===== config.mk =====
export PLATFORM = sky130hd
export DESIGN_NAME = rv_fetch_unit
export DESIGN_NICKNAME = d
export VERILOG_FILES = /design/src/rtl/rv_fetch_pkg.sv /design/src/rtl/rv_fetch_queue.sv /design/src/rtl/rv_fetch_unit.sv
export SDC_FILE = /design/constraint.sdc
export NUM_CORES = 1
export LEC_CHECK = 0
export BUFFER_PORTS_ARGS = -buffer_cell sky130_fd_sc_hd__buf_2
export CORE_ASPECT_RATIO = 0.7
export CORE_MARGIN = 3
export CORE_UTILIZATION = 45
export CTS_CLUSTER_SIZE = 28
export DETAILED_ROUTE_END_ITERATION = 6
export PLACE_DENSITY = 0.69
export SLEW_MARGIN = 25
export SYNTH_ARGS = -nofsm -noshare
export SYNTH_HDL_FRONTEND = slang
export SYNTH_SLANG_ARGS = --single-unit

===== constraint.sdc =====
create_clock -name clk -period 4.6 [get_ports clk]
set_input_delay 0.92 -clock clk [delete_from_list [all_inputs] [get_ports clk]]
set_output_delay 0.92 -clock clk [all_outputs]
set_load 0.02 [all_outputs]

===== src/rtl/rv_fetch_pkg.sv =====
// Shared constants and the fetch-queue entry layout
// for the instruction-fetch front end.
package rv_fetch_pkg;

  localparam int INSTR_W  = 32;
  localparam int PC_STEP  = 4;
  localparam int PC_MAX_W = 64;

  localparam logic [INSTR_W-1:0] NOP_INSTR = 32'h0000_0013;

  // pc is sized for the widest XLEN; narrower users fill the low bits
  typedef struct packed {
    logic [PC_MAX_W-1:0] pc;
    logic [INSTR_W-1:0]  instr;
  } fetch_entry_t;

endpackage


===== src/rtl/rv_fetch_queue.sv =====
// Synchronous FIFO with flush; full/empty derived from
// the occupancy count rather than pointer equality.
module rv_fetch_queue #(
  parameter int WIDTH = 96,
  parameter int DEPTH = 4
) (
  input  logic                       clk,
  input  logic                       reset,
  input  logic                       flush,
  input  logic                       push,
  input  logic [WIDTH-1:0]           wdata,
  input  logic                       pop,
  output logic [WIDTH-1:0]           rdata,
  output logic [$clog2(DEPTH+1)-1:0] count,
  output logic                       full,
  output logic                       empty
);

  localparam int AW = $clog2(DEPTH);
  localparam int CW = $clog2(DEPTH+1);

  logic [WIDTH-1:0] mem [DEPTH];
  logic [AW-1:0]    wr_ptr;
  logic [AW-1:0]    rd_ptr;
  logic             do_push;
  logic             do_pop;

  assign full    = (count == CW'(DEPTH));
  assign empty   = (count == '0);
  assign do_push = push && !full;
  assign do_pop  = pop && !empty;
  assign rdata   = mem[rd_ptr];

  always_ff @(posedge clk) begin
    if (!reset || flush) begin
      wr_ptr <= '0;
      rd_ptr <= '0;
      count  <= '0;
    end else begin
      if (do_push) wr_ptr <= wr_ptr + AW'(1);
      if (do_pop)  rd_ptr <= rd_ptr + AW'(1);
      case ({do_push, do_pop})
        2'b10:   count <= count + CW'(1);
        2'b01:   count <= count - CW'(1);
        default: count <= count;
      endcase
    end
  end

  always_ff @(posedge clk) begin
    if (do_push) mem[wr_ptr] <= wdata;
  end

endmodule


===== src/rtl/rv_fetch_unit.sv =====
// Instruction-fetch front end: PC register, imem request,
// fetch queue toward decode and EX-driven redirect.
module rv_fetch_unit
  import rv_fetch_pkg::*;
#(
  parameter int              XLEN     = 64,
  parameter int              DEPTH    = 4,
  parameter logic [XLEN-1:0] RESET_PC = '0
) (
  input  logic                       clk,
  input  logic                       reset,
  output logic                       imem_valid,
  output logic [XLEN-1:0]            imem_addr,
  input  logic                       imem_ready,
  input  logic [INSTR_W-1:0]         imem_rdata,
  input  logic                       redirect_valid,
  input  logic [XLEN-1:0]            redirect_pc,
  output logic                       out_valid,
  input  logic                       out_ready,
  output logic [INSTR_W-1:0]         out_instr,
  output logic [XLEN-1:0]            out_pc,
  output logic [XLEN-1:0]            out_pc_plus4,
  output logic [$clog2(DEPTH+1)-1:0] count,
  output logic                       misalign_err
);

  logic [XLEN-1:0] fetch_pc;
  logic            misalign_q;
  logic            q_full;
  logic            q_empty;
  logic            push;
  logic            pop;
  fetch_entry_t    wr_entry;
  fetch_entry_t    head;

  assign imem_valid = !q_full && !redirect_valid;
  assign imem_addr  = fetch_pc;
  assign push       = imem_valid && imem_ready;
  // a redirect kills the head, so a same-cycle pop is dropped
  assign pop        = out_valid && out_ready && !redirect_valid;

  always_comb begin
    wr_entry                = '0;
    wr_entry.pc[XLEN-1:0]   = fetch_pc;
    wr_entry.instr          = imem_rdata;
  end

  rv_fetch_queue #(
    .WIDTH ($bits(fetch_entry_t)),
    .DEPTH (DEPTH)
  ) u_queue (
    .clk   (clk),
    .reset (reset),
    .flush (redirect_valid),
    .push  (push),
    .wdata (wr_entry),
    .pop   (pop),
    .rdata (head),
    .count (count),
    .full  (q_full),
    .empty (q_empty)
  );

  assign out_valid    = !q_empty;
  assign out_instr    = out_valid ? head.instr : NOP_INSTR;
  assign out_pc       = head.pc[XLEN-1:0];
  assign out_pc_plus4 = out_pc + XLEN'(PC_STEP);
  assign misalign_err = misalign_q;

  always_ff @(posedge clk) begin
    if (!reset) begin
      fetch_pc   <= RESET_PC;
      misalign_q <= 1'b0;
    end else if (redirect_valid) begin
      fetch_pc   <= {redirect_pc[XLEN-1:2], 2'b00};
      misalign_q <= |redirect_pc[1:0];
    end else begin
      if (push) fetch_pc <= fetch_pc + XLEN'(PC_STEP);
      misalign_q <= 1'b0;
    end
  end

endmodule

# [Word level (Yosys, flattened, before mapping)]
# Memories as Yosys holds them, arrays and structs flattened. A register that Yosys moved wholly into a read port is not among the register bits.
# Cells that the tools add are included.
[op_classes] reduce_logical=17 n_addsub=6 n_mux=8 eq_ne=3 bitwise=1
[op_table] cell="adder 64 x 3 -> 64 bit, second input constant" n=2
[op_table] cell="2-to-1 mux 64 bit" n=2
[op_table] cell="2-to-1 mux 32 bit" n=1
[op_table] cell="logical AND 1 bit" n=6
[op_table] cell="one-hot mux 3 bit (2 select lines)" n=1
[op_table] cell="adder 2 x 1 -> 2 bit, second input constant" n=2
[op_table] cell="logical NOT 1 bit" n=4
[op_table] cell="2-to-1 mux 2 bit" n=2
[op_table] cell="nonzero test 2 bit" n=2
[op_table] cell="OR reduction 2 bit" n=2
[op_table] cell="adder 3 x 1 -> 3 bit, second input constant" n=1
[op_table] cell="equality test 3 bit, second input constant" n=1
[op_table] cell="logical NOT 3 bit" n=1
[op_table] cell="subtractor 3 x 1 -> 3 bit, second input constant" n=1
[op_table] cell="equality test 2 x 1 -> 1 bit, second input constant" n=1
[op_table] cell="equality test 2 bit, second input constant" n=1
[op_table] cell="2-to-1 mux 1 bit" n=2
[op_table] cell="AND reduction 2 bit" n=1
[op_table] cell="logical OR 1 bit" n=1
[op_table] cell="inverter 1 bit" n=1
[totals] mem_bits_rw=384 ff_bits=72 wordCells=42 output_inout_bits=230 mem_count=1 in_bits=101
[memory_table] name="u_queue.mem" depth=4 width=96 rd=1 rd_ports_with_merged_regs=1 wr=1 line_no="rv_fetch_queue.sv:22" text="logic [WIDTH-1:0] mem [DEPTH];"

# [Longest topological paths before layout]
[logic_depth] depth_word=7 mapped_depth=11 depth_no_buf=10

# [By module]
# From an unflattened synthesis, not the netlist that was laid out.
[unflattened] hier_cells=1230 hier_area_um2=19426.1
[modules_own_cells] mod="rv_fetch_queue" n_inst=1 seq_area_each_um2=11711.2 cells_per_inst=556 area_each_um2=14343.8
[modules_own_cells] mod="rv_fetch_unit" n_inst=1 seq_area_each_um2=1261.2 cells_per_inst=674 area_each_um2=5082.4

# [Least setup slack after synthesis]
# No wires, ideal clock.
[synth_path] kind="input port to flip-flop" startpoint="input redirect_valid" endpoint="memory u_queue.mem[0][0], enable pin" n_path_buf=2 required_time_ns=4.137 arrival_ns=3.684 setup_slack_ns=0.452 setup_time_ns=0.463 stages=4 path_cell_list="clkbuf_1 -> clkbuf_1 -> nor2_1 -> and2_1"
[synth_via] elab_chain_cells=6
[synth_rtl] element="start: declaration" line_no="rv_fetch_unit.sv:16" text="input logic redirect_valid,"
[synth_rtl] element="logical NOT 1 bit" line_no="rv_fetch_unit.sv:36" text="assign imem_valid = !q_full && !redirect_valid;"
[synth_rtl] element="logical AND 1 bit" line_no="rv_fetch_unit.sv:36"
[synth_rtl] element="logical AND 1 bit" line_no="rv_fetch_unit.sv:38" text="assign push = imem_valid && imem_ready;"
[synth_rtl] element="logical AND 1 bit" line_no="rv_fetch_queue.sv:30" text="assign do_push = push && !full;"
[synth_rtl] element="2-to-1 mux 1 bit" line_no="rv_fetch_queue.sv:51" text="if (do_push) mem[wr_ptr] <= wdata;"
[synth_rtl] element="2-to-1 mux 1 bit (implied by the code)" line_no="rv_fetch_queue.sv:51"
[synth_rtl] element="end: declaration" line_no="rv_fetch_queue.sv:22"
# Every way passes these cells.

==> flow_summary.yaml <==
worst_hold_path:
  hold_path_class: "flip-flop to flip-flop"
pwr:
  p_sw_mw: 2.058
  p_int_mw: 6.941
  peakVddDrop_mv: 0.2286
  combinationalPowerShare_pct: 7.2
  pwr-share-seq_pct: 51.2
  p_per_area_mw_per_mm2: 384.4
  power_mw: 8.999
  p_clk_share_pct: 41.6
  swShare_pct: 22.87
  leakage_nw: 8.362
final_layout:
  final_nets: 1708
  final_cell_area_mm2: 0.02341
  n_fill_cell: 3505
  multi_input_area_mm2: 0.006302
  register_area_mm2: 0.01274
  syn2layout_area_growth_pct: 20.13
  final_util_pct: 55.00
  layout-drive-gt1-share_pct: 35.02
logic_synthesis:
  synth_area_mm2: 0.01949
  synth-adder-area-share_pct: 0.5522
  post-synth-top-count-cell: "edfxtp_1"
  synth_mux_area_share_pct: 11.27
  ys.flop_type: "edfxtp_1"
  synth_top_cells_by_count: "376 x edfxtp_1, 84 x mux4_2, 79 x nand2_1, 76 x xnor2_1, 72 x dfxtp_1"
  synth_area_leaders: "edfxtp_1 58%, mux4_2 9.7%, dfxtp_1 7.4%"
  ys_types: 62
  yosys.area_share.simple_pct: 11.99
  ys_seq_elements: 448
  synth_largest_area_cell: "edfxtp_1"
  yosysSeqAreaShare_pct: 65.34
  ys_async_sr_fraction_pct: 0
  synth_compound_gate_area_share_pct: 3.127
  syn-instance-count: 1242
  synth_xor_area_share_pct: 5.213
  synth_top_family_by_area: "simple AND/OR/NAND/NOR gates"
  synth_edf_count: 376
  synth_warnings: 0
  synth_top_area_share_pct: 57.94
  syn_area_per_cell_um2: 15.69
floorplan:
  rows: 63
  core-area_mm2: 0.04257
  dieArea_mm2: 0.04588
  start_util_pct: 45.78
  io_pins: 331
  die_y_um: 180.1
  die_width_um: 254.7
worst_setup_path:
  required_ns: 3.68
  endpoint_kind: "output port"
  cp_slowest_stage_delay_ns: 0.63
  cp_cell_sequence: "buf_4 > mux4_1 > nand4_4 > or4_1 > nor4_1 > nand3_1 > xnor2_1 > buf_2"
  path_max_fanout: 12
  critical_path_buf_inv_count: 2
  critical_path_class: "flip-flop to output port"
  crit_slowest_cell: "or4_1"
  worstPathArrival_ns: 3.51
  crit_family: "simple AND/OR/NAND/NOR gates"
  cp-start-kind: "flip-flop"
grt:
  antenna_found_initial: 5
  grt_pass1_vias: 12160
  grt_pass1_wl_um: 78740
  track_usage_pct: 23.01
  grt_max_degree: 49
  gr-total-overflow: 0
routing:
  drt_pass1_iterations: 5
  detail_route.wl_per_cell_um: 24.65
  drc_errors: 0
  wl_met2_um: 24790
  highest-signal-layer: "met5"
  wirelength_met1_um: 22540
  drt_wl_total_um: 53980
  vias: 12500
  drtIter0Drc: 1127
  avgViaCountPerCell: 5.706
  wl_met3_um: 4958
  detail-route-antenna-nets: 0
job:
  cap_violations: 0
status:
  status: "finished, final reports clean"
timing:
  timing.final.crit_share_pct: 96.21
  tightest_slew_ns: 0.8389
  hold_viol: 0
  rsz0062_at_grt: "false"
  min_period_ns: 4.426
  max_freq_mhz: 225.9
  setup_viol_count_final: 0
  slew_violations: 0
  slew_headroom_pct: 44.07
  finalSetupTns_ns: 0
  holdWs_ns: 0.5303
  finalClockSkew_ns: 0.01701
placement:
  place_congestion: 0.8247
  placed_area_mm2: 0.02180
  io_buffers: 324
  dp_hpwl_um: 37100
clock_tree:
  cts_tree: "built"
  clockBufferDepth: 3
  cts_buffers: 45
  clock_latency_ns: 0.55
  cts.clk_slew.worst_paths_ns: 0.07
  clock-root-buffer: "clkbuf_16"
  numClockSinks: 448
  htree_levels: 2
-- state kept, by name (all words and copies together), names as in the netlist, named ones only --
register        count
misalign_err        1
u_queue.count       3
imem_addr          62
u_queue.mem       376
u_queue.wr_ptr      2
u_queue.rd_ptr      2
-- layout by cell type, fill, tap and decap left out, types with 28 or more instances in the layout --
cell | netlist | routed
and2_1 | 62 | 58
nor2_1 | 40 | 40
nand3_1 | 39 | 38
xor2_1 | 40 | 40
buf_2 | 8 | 324
nand2_1 | 79 | 79
buf_4 | 12 | 30
xnor2_1 | 76 | 76
edfxtp_1 | 376 | 376
o21ai_0 | 54 | 54
clkbuf_16 | 0 | 47
mux4_2 | 84 | 84
a21oi_1 | 32 | 32
dfxtp_1 | 72 | 70
nand4_1 | 28 | 28
-- final timing paths --
check | from | slack [ns] | cells past startpoint | endpoint
worst max-delay path | flip-flop | 0.17 | 8 | out_pc_plus4[63]
worst min-delay path | u_queue.wr_ptr[1] | 0.53 | 2 | u_queue.wr_ptr[1]
worst min register to register | u_queue.wr_ptr[1] | 0.53 | 2 | u_queue.wr_ptr[1]
worst max register to register | imem_addr[5] | 1.52 | 6 | imem_addr[58]
-- cell families (layout without fill, tap and decap cells) --
group | count (synthesis) | in the layout
AOI/OAI and AO/OA | 107 | 107
and+or+nand+nor | 377 | 377
DFF | 448 | 448
adders and majority gates | 8 | 8
buffers and inverters | 87 | 476
xor gates and xnor gates | 116 | 116
other | 1 | 8
muxes | 98 | 98
-- power groups by stage --
stage / clock network [mW] / registers (mW) / logic (mW)
6_report: 3.74 / 4.61 / 0.651
2_1_floorplan: 0 / 4.70 / 0.349
5_1_grt: 3.99 / 4.62 / 0.698
3_3_place_gp: 0 / 4.68 / 0.641
4_1_cts: 3.81 / 4.61 / 0.653
3_5_place_dp: 0 / 4.69 / 0.649
-- layer usage --
layer	vias up	GRT usage (%)
li1	5501	-
met1	6374	32.36
met2	537	34.89
met3	83	6.233
met4	2	7.656
met5	-	0
-- worst register-to-register path, delay by kind of cell, from the launching register on --
kind | cells | cell delay [ns]
flip-flops | 1 | 0.50
AND/OR/NAND/NOR | 4 | 2.17
XOR/XNOR | 1 | 0.18
AO/OA/AOI/OAI | 1 | 0.08
-- per-stage QoR --
step                      std cells  worst slack, ns
final                          2190           0.1742
after global routing           2190          0.03084
after CTS                      2185          0.01982
after detailed placement       2100           0.4107
after global placement         2100           0.3899
after floorplan                1247           0.4523
-- final cells by class --
cell class              count  share of cell area, %
diodes                      2                0.02138
inverters                  27                 0.4329
flip-flops and latches    448                  54.42
multi-input cells         712                  26.92
repair buffers            365                  8.754
clock buffers              66                  5.585
well taps                 552                  2.950
clock inverters            18                 0.9192
-- what timing repair did --
item,CTS,global route
cloned,0,0
hold buffers,0,0
endpoints found under the setup margin,25,13
pin swaps,0,2
setup buffers,1,3
gates resized for setup,0,2
No activity file was read; power rests on OpenSTA's default activity.
